--- config.mk ---
export PLATFORM = sky130hd
export DESIGN_NAME = reg_op_sequencer
export DESIGN_NICKNAME = d
export VERILOG_FILES = /design/src/rtl/reg_op_sequencer.sv
export SDC_FILE = /design/constraint.sdc
export NUM_CORES = 1
export LEC_CHECK = 0
export ABC_AREA = 1
export BUFFER_PORTS_ARGS = -buffer_cell sky130_fd_sc_hd__buf_2
export CELL_PAD_IN_SITES_DETAIL_PLACEMENT = 1
export CELL_PAD_IN_SITES_GLOBAL_PLACEMENT = 1
export CORE_ASPECT_RATIO = 0.5
export CORE_UTILIZATION = 33
export DETAILED_ROUTE_END_ITERATION = 8
export PLACE_DENSITY_LB_ADDON = 0.1
export SLEW_MARGIN = 20
export SYNTH_ARGS = -nofsm -noshare
export SYNTH_HDL_FRONTEND = slang
export SYNTH_SLANG_ARGS = --single-unit
--- constraint.sdc ---
create_clock -name clk -period 2 [get_ports clk]
set_clock_uncertainty 0.15 [all_clocks]
set_input_delay 0.1 -clock clk [delete_from_list [all_inputs] [get_ports clk]]
set_output_delay 0.1 -clock clk [all_outputs]
set_load 0.01 [all_outputs]
--- src/rtl/reg_op_sequencer.sv ---
// Sequences LDI/MOV/ALU/ACC commands into register-memory read/write/function strobes; LDI 2, MOV 3+READ_LAT, ALU 3, ACC 7+2*READ_LAT cycles to done.
// cmd_ready only in IDLE, no queueing. Optional SEQ_OP_COUNT_EN adds a saturating op_count output.
module reg_op_sequencer #(
    parameter int ADDR_W   = 5,
    parameter int DATA_W   = 8,
    parameter int READ_LAT = 1
) (
    input  logic              clk,
    input  logic              rst,
    input  logic              cmd_valid,
    output logic              cmd_ready,
    input  logic [1:0]        cmd_op,
    input  logic [ADDR_W-1:0] cmd_src,
    input  logic [ADDR_W-1:0] cmd_dst,
    input  logic [DATA_W-1:0] cmd_imm,
    input  logic [1:0]        cmd_fn,
    output logic [ADDR_W-1:0] rm_address,
    output logic              rm_read_en,
    output logic              rm_write_en,
    output logic [DATA_W-1:0] rm_data_in,
    output logic [1:0]        rm_select_fn,
    output logic              rm_fn_valid,
    input  logic [DATA_W-1:0] rm_data_out,
    input  logic [3:0]        rm_flag,
    output logic              done,
    output logic              busy,
    output logic [3:0]        flag_q
`ifdef SEQ_OP_COUNT_EN
   ,output logic [7:0]        op_count
`endif
);

    localparam logic [2:0] S_IDLE   = 3'd0;
    localparam logic [2:0] S_RD     = 3'd1;
    localparam logic [2:0] S_RDWAIT = 3'd2;
    localparam logic [2:0] S_WR     = 3'd3;
    localparam logic [2:0] S_FN     = 3'd4;
    localparam logic [2:0] S_FNWAIT = 3'd5;

    localparam logic [1:0] OP_LDI = 2'b00;
    localparam logic [1:0] OP_MOV = 2'b01;
    localparam logic [1:0] OP_ALU = 2'b10;
    localparam logic [1:0] OP_ACC = 2'b11;

    localparam int CNT_W = (READ_LAT > 1) ? $clog2(READ_LAT) : 1;

    logic [2:0]        state_q, state_d;
    logic [1:0]        phase_q, phase_d;
    logic [CNT_W-1:0]  cnt_q, cnt_d;
    logic [1:0]        op_q, op_d;
    logic [ADDR_W-1:0] dst_q, dst_d;
    logic [1:0]        fn_q, fn_d;
    logic [ADDR_W-1:0] addr_q, addr_d;
    logic [DATA_W-1:0] data_q, data_d;
    logic [1:0]        sel_q, sel_d;
    logic [3:0]        flag_d;
    logic              done_q, done_d;
    logic              live_q;

    // live_q keeps cmd_ready low until the first edge with reset released
    assign cmd_ready    = (state_q == S_IDLE) && live_q;
    assign busy         = (state_q != S_IDLE);
    assign rm_read_en   = (state_q == S_RD);
    assign rm_write_en  = (state_q == S_WR);
    assign rm_fn_valid  = (state_q == S_FN);
    assign rm_address   = addr_q;
    assign rm_data_in   = data_q;
    assign rm_select_fn = sel_q;
    assign done         = done_q;

    always_comb begin
        state_d = state_q;
        phase_d = phase_q;
        cnt_d   = cnt_q;
        op_d    = op_q;
        dst_d   = dst_q;
        fn_d    = fn_q;
        addr_d  = addr_q;
        data_d  = data_q;
        sel_d   = sel_q;
        flag_d  = flag_q;
        done_d  = 1'b0;
        case (state_q)
            S_IDLE: begin
                if (cmd_valid && cmd_ready) begin
                    op_d    = cmd_op;
                    dst_d   = cmd_dst;
                    fn_d    = cmd_fn;
                    phase_d = 2'd0;
                    case (cmd_op)
                        OP_LDI: begin
                            state_d = S_WR;
                            addr_d  = cmd_dst;
                            data_d  = cmd_imm;
                        end
                        OP_ALU: begin
                            state_d = S_FN;
                            sel_d   = cmd_fn;
                        end
                        default: begin
                            state_d = S_RD;
                            addr_d  = cmd_src;
                        end
                    endcase
                end
            end
            S_RD: begin
                state_d = S_RDWAIT;
                cnt_d   = CNT_W'(READ_LAT - 1);
            end
            S_RDWAIT: begin
                if (cnt_q == '0) begin
                    state_d = S_WR;
                    data_d  = rm_data_out;
                    // ACC moves src->R1 first, then R2->R0
                    if (op_q == OP_ACC) begin
                        addr_d = (phase_q == 2'd0) ? ADDR_W'(1) : ADDR_W'(0);
                    end else begin
                        addr_d = dst_q;
                    end
                end else begin
                    cnt_d = cnt_q - CNT_W'(1);
                end
            end
            S_WR: begin
                if (op_q == OP_ACC && phase_q == 2'd0) begin
                    state_d = S_FN;
                    sel_d   = fn_q;
                    phase_d = 2'd1;
                end else begin
                    state_d = S_IDLE;
                    done_d  = 1'b1;
                end
            end
            S_FN: begin
                state_d = S_FNWAIT;
            end
            S_FNWAIT: begin
                flag_d = rm_flag;
                if (op_q == OP_ACC) begin
                    state_d = S_RD;
                    addr_d  = ADDR_W'(2);
                    phase_d = 2'd2;
                end else begin
                    state_d = S_IDLE;
                    done_d  = 1'b1;
                end
            end
            default: begin
                state_d = S_IDLE;
            end
        endcase
    end

    always_ff @(posedge clk) begin
        if (!rst) begin
            state_q <= S_IDLE;
            phase_q <= '0;
            cnt_q   <= '0;
            op_q    <= '0;
            dst_q   <= '0;
            fn_q    <= '0;
            addr_q  <= '0;
            data_q  <= '0;
            sel_q   <= '0;
            flag_q  <= '0;
            done_q  <= 1'b0;
            live_q  <= 1'b0;
        end else begin
            state_q <= state_d;
            phase_q <= phase_d;
            cnt_q   <= cnt_d;
            op_q    <= op_d;
            dst_q   <= dst_d;
            fn_q    <= fn_d;
            addr_q  <= addr_d;
            data_q  <= data_d;
            sel_q   <= sel_d;
            flag_q  <= flag_d;
            done_q  <= done_d;
            live_q  <= 1'b1;
        end
    end

`ifdef SEQ_OP_COUNT_EN
    logic [7:0] op_count_q, op_count_d;

    always_comb begin
        op_count_d = op_count_q;
        if (done_d && op_count_q != 8'hFF) begin
            op_count_d = op_count_q + 8'd1;
        end
    end

    always_ff @(posedge clk) begin
        if (!rst) begin
            op_count_q <= '0;
        end else begin
            op_count_q <= op_count_d;
        end
    end

    assign op_count = op_count_q;
`endif

endmodule

## After elaboration in Yosys (flattened, before gate mapping)

Cells that the tools add are included.

- Output and inout bits: 25
- Input port bits: 37
- Bits in registers: 36
- Word-level logic and storage cells: 76

- Reductions and logical operators: 18
- Muxes and demuxes: 31
- Add/subtract/negate cells: 1
- Equality and inequality tests: 14

Operators by type and width:

| cell | number |
|---|---|
| 8-bit 2-to-1 mux | 3 |
| 5-bit 2-to-1 mux | 4 |
| 3-bit one-hot mux with 6 select lines | 1 |
| 8-bit one-hot mux with 2 select lines | 1 |
| 5-bit one-hot mux with 3 select lines | 1 |
| 2-bit 2-to-1 mux | 6 |
| 4-bit AND reduction | 3 |
| 5-bit one-hot mux with 2 select lines | 1 |
| 3-bit 2-to-1 mux | 3 |
| 3-bit nonzero test | 3 |
| 2-bit by 1-bit != test with 1-bit output, second input constant | 4 |
| 3-bit by 2-bit equality test with 1-bit output, second input constant | 2 |
| 3-bit equality test, second input constant | 2 |
| 1-bit 2-to-1 mux | 6 |
| 2-bit != test, second input constant | 3 |
| 2-bit one-hot mux with 3 select lines | 1 |
| 3-bit one-hot mux with 2 select lines | 1 |
| 2-bit nonzero test | 3 |
| 5-bit AND reduction | 1 |
| 2-bit equality test, second input constant | 2 |
| 2-bit logical NOT | 2 |
| 1-bit one-hot mux with 2 select lines | 2 |
| 2-bit one-hot mux with 2 select lines | 1 |
| 2-bit AND reduction | 2 |
| 4 further kinds | 6 |

## Depth between registers and ports, before layout

Gate-level depths: netlist (run 1).

- Depth in word-level cells: 5
- Mapped depth: 9

## Worst setup path after synthesis (run 1)

Ideal clock, no wire load.

- Path type: reg-to-reg
- From: register state_q[2]
- To: register op_q[1]
- Library setup time: 117 ps
- Clock period less this slack: 1482 ps
- Slack: 518 ps
- Path buffers: 1
- Arrival time: 1214 ps
- Stages on the path, launching flop included: 8
- Cell sequence: dfxtp_1 > nor2_4 > nand2_4 > nor2_4 > nand2_4 > buf_6 > a21oi_1 > nor2_1

- Longest elaborated chain between the ends: 4

RTL lines:

| element | RTL line | text |
|---|---|---|
| from (decl) | 47 | `logic [2:0] state_q, state_d;` |
| from (signal assigned) | 170 | `state_q <= state_d;` |
| 3-bit logical NOT | 61 | `assign cmd_ready = (state_q == S_IDLE) && live_q;` |
| 1-bit logical AND | 61 |  |
| named net cmd_ready | 11 | `output logic cmd_ready,` |
| 1-bit logical AND | 85 | `if (cmd_valid && cmd_ready) begin` |
| 2-bit AND reduction (no line) | -- |  |
| to (signal assigned) | 173 | `op_q <= op_d;` |
| to (decl) | 50 | `logic [1:0] op_q, op_d;` |

The timed path passes the listed nets, and every way through them passes these cells.
A chain may end at the register's enable or synchronous reset.

## Worst setup path in the final report (run 1)

- From: register state_q[0]
- To: register dst_q[1]

- Longest elaborated chain between the ends: 4

RTL lines:

| element | RTL line | text |
|---|---|---|
| 3-bit logical NOT (*) | 61, 83 |  |
| 1-bit logical AND | 61 |  |
| 1-bit logical AND | 85 |  |
| 2-bit AND reduction (no line) (*) | -- |  |
| to (signal assigned) | 174 | `dst_q <= dst_d;` |
| to (decl) | 51 | `logic [ADDR_W-1:0] dst_q, dst_d;` |

Mark *: on every way between the ends. The rest lies on a longest branch, timed or not.

==> impl_metrics.json, run 1 <==
{
  "synth_most_common_cell": "nand2_1",
  "grt_pass1_vias": 1834,
  "multi_input_area_sq_um": 926,
  "period_needed_ns": 1.88,
  "status": "finished, final reports clean",
  "dp_hpwl_microns": 3870,
  "die_y_microns": 53.8,
  "clock_path_buffers": 2,
  "total_power_uw": 1870,
  "cp.arrival_ns": 1.94,
  "portBuffers": 61,
  "wire_per_inst_microns": 12.3,
  "fp-row-count": 18,
  "critPathKind": "register to register",
  "cp-startpoint": "state_q[0]$_SDFFE_PN0P_",
  "clk_transition_reported_paths_ns": 0.07,
  "yosysSeqAreaShare": 0.396,
  "rsz0062_at_grt": "false",
  "grt.total_usage": 0.197,
  "dr.first_iter.drc_count": 47,
  "die_w_microns": 106,
  "worst_pin_slew_ns": 0.398,
  "ys_types": 23,
  "hold_start": "rm_data_out[3]",
  "p_per_area_nw_per_um2": 776,
  "vias": 1917,
  "cts_made_buffers": 5,
  "clock_sinks": 35,
  "finalHoldViolations": 0,
  "synthToLayoutAreaGrowth_pct": 36.4,
  "yosysWarnings": 0,
  "drv_cap": 0,
  "critPathLaunchType": "register",
  "cts_max_level": 2,
  "whs_path_depth": 5,
  "drc_errors": 0,
  "first_pass_iters": 4,
  "p_leak_uw": 0.00122,
  "rrSetupSlack_ns": 0.12,
  "grt_pass1_wl_microns": 8360,
  "crit_path_end": "dst_q[1]$_SDFFE_PN0P_",
  "fin_nets": 387,
  "synth_cells": 266,
  "top_level_ports": 62,
  "synth_edf_count": 0,
  "yosysTopAreaCellShare": 0.396,
  "via_per_inst": 4.56,
  "die_area_sq_um": 5670,
  "initial_utilization": 0.350,
  "yosys-top-cells-count": "84 x nand2_1, 52 x nor2_1, 35 x dfxtp_1",
  "n_antenna_cell": 0,
  "reg2reg_depth": 6,
  "worst_ep_required_time_ns": 2.06,
  "dpl_cell_area_sq_um": 2130,
  "seq_area_sq_um": 701,
  "maxSlewViolCount": 0,
  "grt.overflow.total": 0,
  "ant_nets": 0,
  "num-fill-cells": 696,
  "cts-root-buf": "clkbuf_8",
  "worstSetupEndpointType": "register",
  "critPathMaxFanout": 6,
  "syn_nets": 303,
  "antenna_found_initial": 0,
  "rr_endpoint": "dst_q[1]$_SDFFE_PN0P_",
  "gp_congestion": 0.721,
  "fmax_ghz": 0.533,
  "r2r_start": "state_q[0]$_SDFFE_PN0P_",
  "drive_gt1_frac": 0.254,
  "wl_microns": 5160,
  "fin_hold_ws_ns": 0.0107,
  "utilization": 0.478,
  "ys_ff_latch": 35,
  "hold_class": "input port to register",
  "syn_area_per_cell_sq_um": 6.65,
  "post_cts_buffers": 0,
  "cts_tree": "built",
  "design_area_sq_um": 2410,
  "grt_max_degree": 19,
  "clkLatencyLatePin_ns": 0.29,
  "synth_area_leaders": "dfxtp_1 40%, nand2_1 18%, nor2_1 11%",
  "coreArea_sq_um": 5040,
  "setup-tns-final_ns": 0,
  "async_flop_share": 0,
  "final-setup-viol-count": 0,
  "synth_largest_area_cell": "dfxtp_1",
  "syn_area_sq_um": 1770,
  "ir_drop_v": 0.000270,
  "min_period_over_period": 0.938,
  "relSlewSlack": 0.734,
  "ys.flop_type": "dfxtp_1"
}
-- flip-flops by register name (all words and copies together), names as in the netlist --
| signal | count |
|---|---|
| rm_data_in | 8 |
| dst_q | 5 |
| rm_address | 5 |
| flag_q | 4 |
| state_q | 3 |
| fn_q | 2 |
| op_q | 2 |
| phase_q | 2 |
| rm_select_fn | 2 |
| done | 1 |
| live_q | 1 |
-- metrics by stage --
step | setup slack [ns] | std cells
2_1_floorplan | 0.518 | 266
5_1_grt | 0.0426 | 420
4_1_cts | 0.117 | 420
3_5_place_dp | 0.374 | 394
6_report | 0.123 | 420
3_3_place_gp | 0.412 | 394
-- worst min path at each step --
stage | to | slack, ns
finish | rm_data_in[3]$_SDFFE_PN0P_ | 0.01
global route | rm_data_in[4]$_SDFFE_PN0P_ | 0.05
CTS | rm_data_in[3]$_SDFFE_PN0P_ | 0.007
detailed placement | live_q$_DFF_P_ | 0.19
global placement | live_q$_DFF_P_ | 0.19
floorplan | live_q$_DFF_P_ | -0.02
-- repair_timing --
action | CTS | global route
hold buffers | 19 | 0
resized for setup | 0 | 0
hold endpoints to repair | 19 | 0
-- final cells by class --
type	count	share of cell area
Inverter	27	0.0446
Multi-Input combinational cell	200	0.384
Sequential cell	35	0.290
Tap cell	70	0.0363
Clock buffer	6	0.0342
Clock inverter	1	0.00207
Timing Repair Buffer	81	0.209
-- worst max-delay path, cell delays in order, from the launching register on --
cell and delay, ns:
dfxtp_1 0.41, nor2_4 0.20, nand2_4 0.11, nor2_4 0.15, nand3_1 0.08, dlygate4sd3_1 0.56, a21oi_1 0.14
-- placed cells by master (no fill, tap or decap), drive strengths merged --
cell type    synthesis  final
inv                 25     25
dlygate4sd3          0     19
nand2               90     90
nor3                 2      2
nand3               10     10
dfxtp               35     35
a21oi               15     15
a211oi               1      1
buf                  3     62
clkbuf               1      6
o21ai               27     27
nor2                55     55
clkinv               2      3
-- kinds of logic after synthesis --
group | after synthesis | synth area share
flops | 35 | 0.396
compound gates | 43 | 0.130
simple gates | 157 | 0.394
buf+inv | 31 | 0.0800
-- power breakdown --
group / switching, uW / leakage [uW] / internal (uW) / total, uW
logic: 320 / 0.000883 / 211 / 531
registers: 45.1 / 0.000287 / 772 / 817
clock network: 253 / 0.0000470 / 270 / 524
-- metal layers --
| metal | GRT usage | wire length (microns) | vias up |
|---|---|---|---|
| met3 | 0.0569 | 275 | 8 |
| met1 | 0.232 | 2450 | 869 |
| met4 | 0.0556 | 49 | 0 |
| met2 | 0.362 | 2380 | 45 |
| li1 | - | - | 995 |
| met5 | 0 | 0 | - |
Power figures use the tool's default switching activity.
==> inputs of run 2 (changes only) <==
- ABC_AREA: 1 -> not set
- CORE_UTILIZATION: 33 -> 35
==> impl_metrics.json, run 2 <==
{
  "wl_microns": 5520,
  "cpMaxStageDelayCell": "dlygate4sd3_1",
  "setup-tns-final_ns": 0,
  "crit_family": "buffers and inverters",
  "ys_ff_latch": 35,
  "cts_tree": "built",
  "syn_area_per_cell_sq_um": 8.35,
  "intPower_uw": 1290,
  "worst_pin_slew_ns": 0.429,
  "drive_gt1_frac": 0.320,
  "cp.arrival_ns": 1.91,
  "combPwrFrac": 0.261,
  "synthAdderAreaFrac": 0,
  "clock_sinks": 35,
  "synth_cells": 198,
  "critPathKind": "input port to register",
  "num-fill-cells": 550,
  "synth_edf_count": 0,
  "top_level_ports": 62,
  "period_needed_ns": 1.87,
  "grt_max_degree": 30,
  "seqPwrFrac": 0.431,
  "dr.first_iter.drc_count": 59,
  "dp_hpwl_microns": 3670,
  "yosys-mux-area-fraction": 0.0567,
  "post_cts_buffers": 0,
  "cts_made_buffers": 5,
  "place_inst": 316,
  "p_per_area_nw_per_um2": 751,
  "ys.flop_type": "dfxtp_1",
  "p_switching_uw": 559,
  "grt.total_usage": 0.236,
  "grt.overflow.total": 0,
  "worstSetupEndpointType": "register",
  "largest_reg_flops": 8,
  "layout.cells.most_common_list": "61 x buf_2, 39 x nand2_1, 35 x dfxtp_1",
  "ys_types": 44,
  "holdBufCountCts": 30,
  "die_y_microns": 50.6,
  "yosysTopAreaCellShare": 0.424,
  "first_pass_iters": 4,
  "synthSimpleGateAreaFrac": 0.227,
  "synth_top_family_by_area": "compound AO/OA/AOI/OAI gates",
  "coreArea_sq_um": 4470,
  "final_cells": 354,
  "clk_transition_reported_paths_ns": 0.07,
  "rsz0062_at_grt": "false",
  "drc_errors": 0,
  "cp_num_buf_inv": 2,
  "synthToLayoutAreaGrowth_pct": 48.9,
  "ctsResizeCount": 0,
  "multi_input_area_sq_um": 881,
  "grt_pass1_wl_microns": 9070,
  "syn_area_sq_um": 1650,
  "ir_drop_v": 0.000393,
  "synth-xor-area-share": 0,
  "fin_nets": 333,
  "wire_per_inst_microns": 15.6,
  "yosys-top-cells-count": "39 x nand2_1, 35 x dfxtp_1, 23 x a21oi_1",
  "async_flop_share": 0,
  "synth_most_common_cell": "nand2_1",
  "n_antenna_cell": 0,
  "synth_largest_area_cell": "dfxtp_1",
  "p_sw_frac": 0.302,
  "critPathLaunchType": "input port",
  "final-setup-viol-count": 0,
  "initial_utilization": 0.370,
  "status": "finished, final reports clean",
  "syn_nets": 235,
  "cp_slowest_stage_delay_ns": 0.56,
  "yosysSeqAreaShare": 0.424,
  "clkLatencyLatePin_ns": 0.29,
  "cts-root-buf": "clkbuf_8",
  "yosysWarnings": 0,
  "crit_path_cell_trace": "dlygate4sd3_1, buf_2, nor4bb_1, o21a_2, nor2_1, a311oi_1",
  "synth_compound_area_frac": 0.249,
  "pwr-share-clk": 0.308,
  "synth_area_leaders": "dfxtp_1 42%, nand2_1 8.9%, a21oi_1 7.0%",
  "final_common_cell": "buf_2",
  "relSlewSlack": 0.714,
  "die_w_microns": 99.2,
  "gp_congestion": 0.833,
  "p_leak_uw": 0.00108,
  "antenna_found_initial": 0,
  "min_period_over_period": 0.933,
  "fp-row-count": 17,
  "fmax_ghz": 0.536,
  "drv_cap": 0,
  "ant_nets": 0,
  "seq_area_sq_um": 701,
  "hold_class": "input port to register",
  "vias": 1819,
  "maxSlewViolCount": 0,
  "finalHoldViolations": 0,
  "via_per_inst": 5.14,
  "worst_ep_required_time_ns": 2.04,
  "critPathMaxFanout": 16,
  "clock_path_buffers": 2,
  "portBuffers": 61,
  "cts_max_level": 2,
  "grt_pass1_vias": 1842,
  "die_area_sq_um": 5020
}
-- run 2: routing by layer --
metal	vias up	GRT usage	share of wire
li1	910	-	-
met1	846	0.305	0.49
met2	57	0.403	0.45
met3	6	0.0571	0.054
met4	0	0.0466	0.0083
met5	-	0	0
-- run 2: path summary, 6_finish.rpt --
| check | startpoint | to | slack (ns) | depth (start not counted) |
|---|---|---|---|---|
| setup / recovery | cmd_op[1] | rm_data_in[7]$_SDFFE_PN0P_ | 0.13 | 6 |
| hold reg to reg | rm_select_fn[1]$_SDFFE_PN0P_ | rm_select_fn[1]$_SDFFE_PN0P_ | 0.34 | 2 |
| setup reg to reg | state_q[2]$_SDFFE_PN0P_ | rm_select_fn[0]$_SDFFE_PN0P_ | 0.16 | 6 |
| hold / removal | cmd_valid | phase_q[1]$_SDFFE_PN0P_ | 0.14 | 3 |
-- run 2: cell families (layout without fill, tap and decap cells) --
| logic type | after synthesis | after routing |
|---|---|---|
| DFF | 35 | 35 |
| muxes | 9 | 9 |
| buffers and inverters | 16 | 115 |
| and+or+nand+nor | 77 | 77 |
| AOI/OAI and AO/OA | 61 | 61 |
-- run 2: worst min-delay path, delay by kind of cell --
kind,cells,cell delay [ns]
buf+inv,1,0.12
compound gates,2,0.32
-- run 2: metrics by stage --
step | instance area (sq um) | setup WS [ns] | hold slack, ns | power, uW | utilization
detailed placement | 2060 | 0.191 | 0.143 | 1240 | 0.462
global route | 2460 | 0.00648 | 0.151 | 1970 | 0.552
floorplan | 1650 | 0.448 | -0.0223 | 1070 | -
global placement | 2060 | 0.144 | 0.142 | 1230 | 0.462
CTS | 2460 | 0.156 | 0.143 | 1860 | 0.552
finish | 2460 | 0.134 | 0.142 | 1850 | 0.552
-- run 2: power groups by stage --
| stage | Combinational, uW | Clock (uW) | Sequential, uW |
|---|---|---|---|
| final | 484 | 570 | 797 |
| after global routing | 530 | 632 | 805 |
| after CTS | 479 | 585 | 797 |
| after detailed placement | 432 | 0 | 813 |
| after global placement | 422 | 0 | 811 |
| after floorplan | 251 | 0 | 822 |
-- run 2: cell type report --
type / count / area share
Inverter: 4 / 0.00609
Sequential cell: 35 / 0.284
Timing Repair Buffer: 103 / 0.282
Tap cell: 57 / 0.0289
Multi-Input combinational cell: 147 / 0.358
Clock buffer: 8 / 0.0406
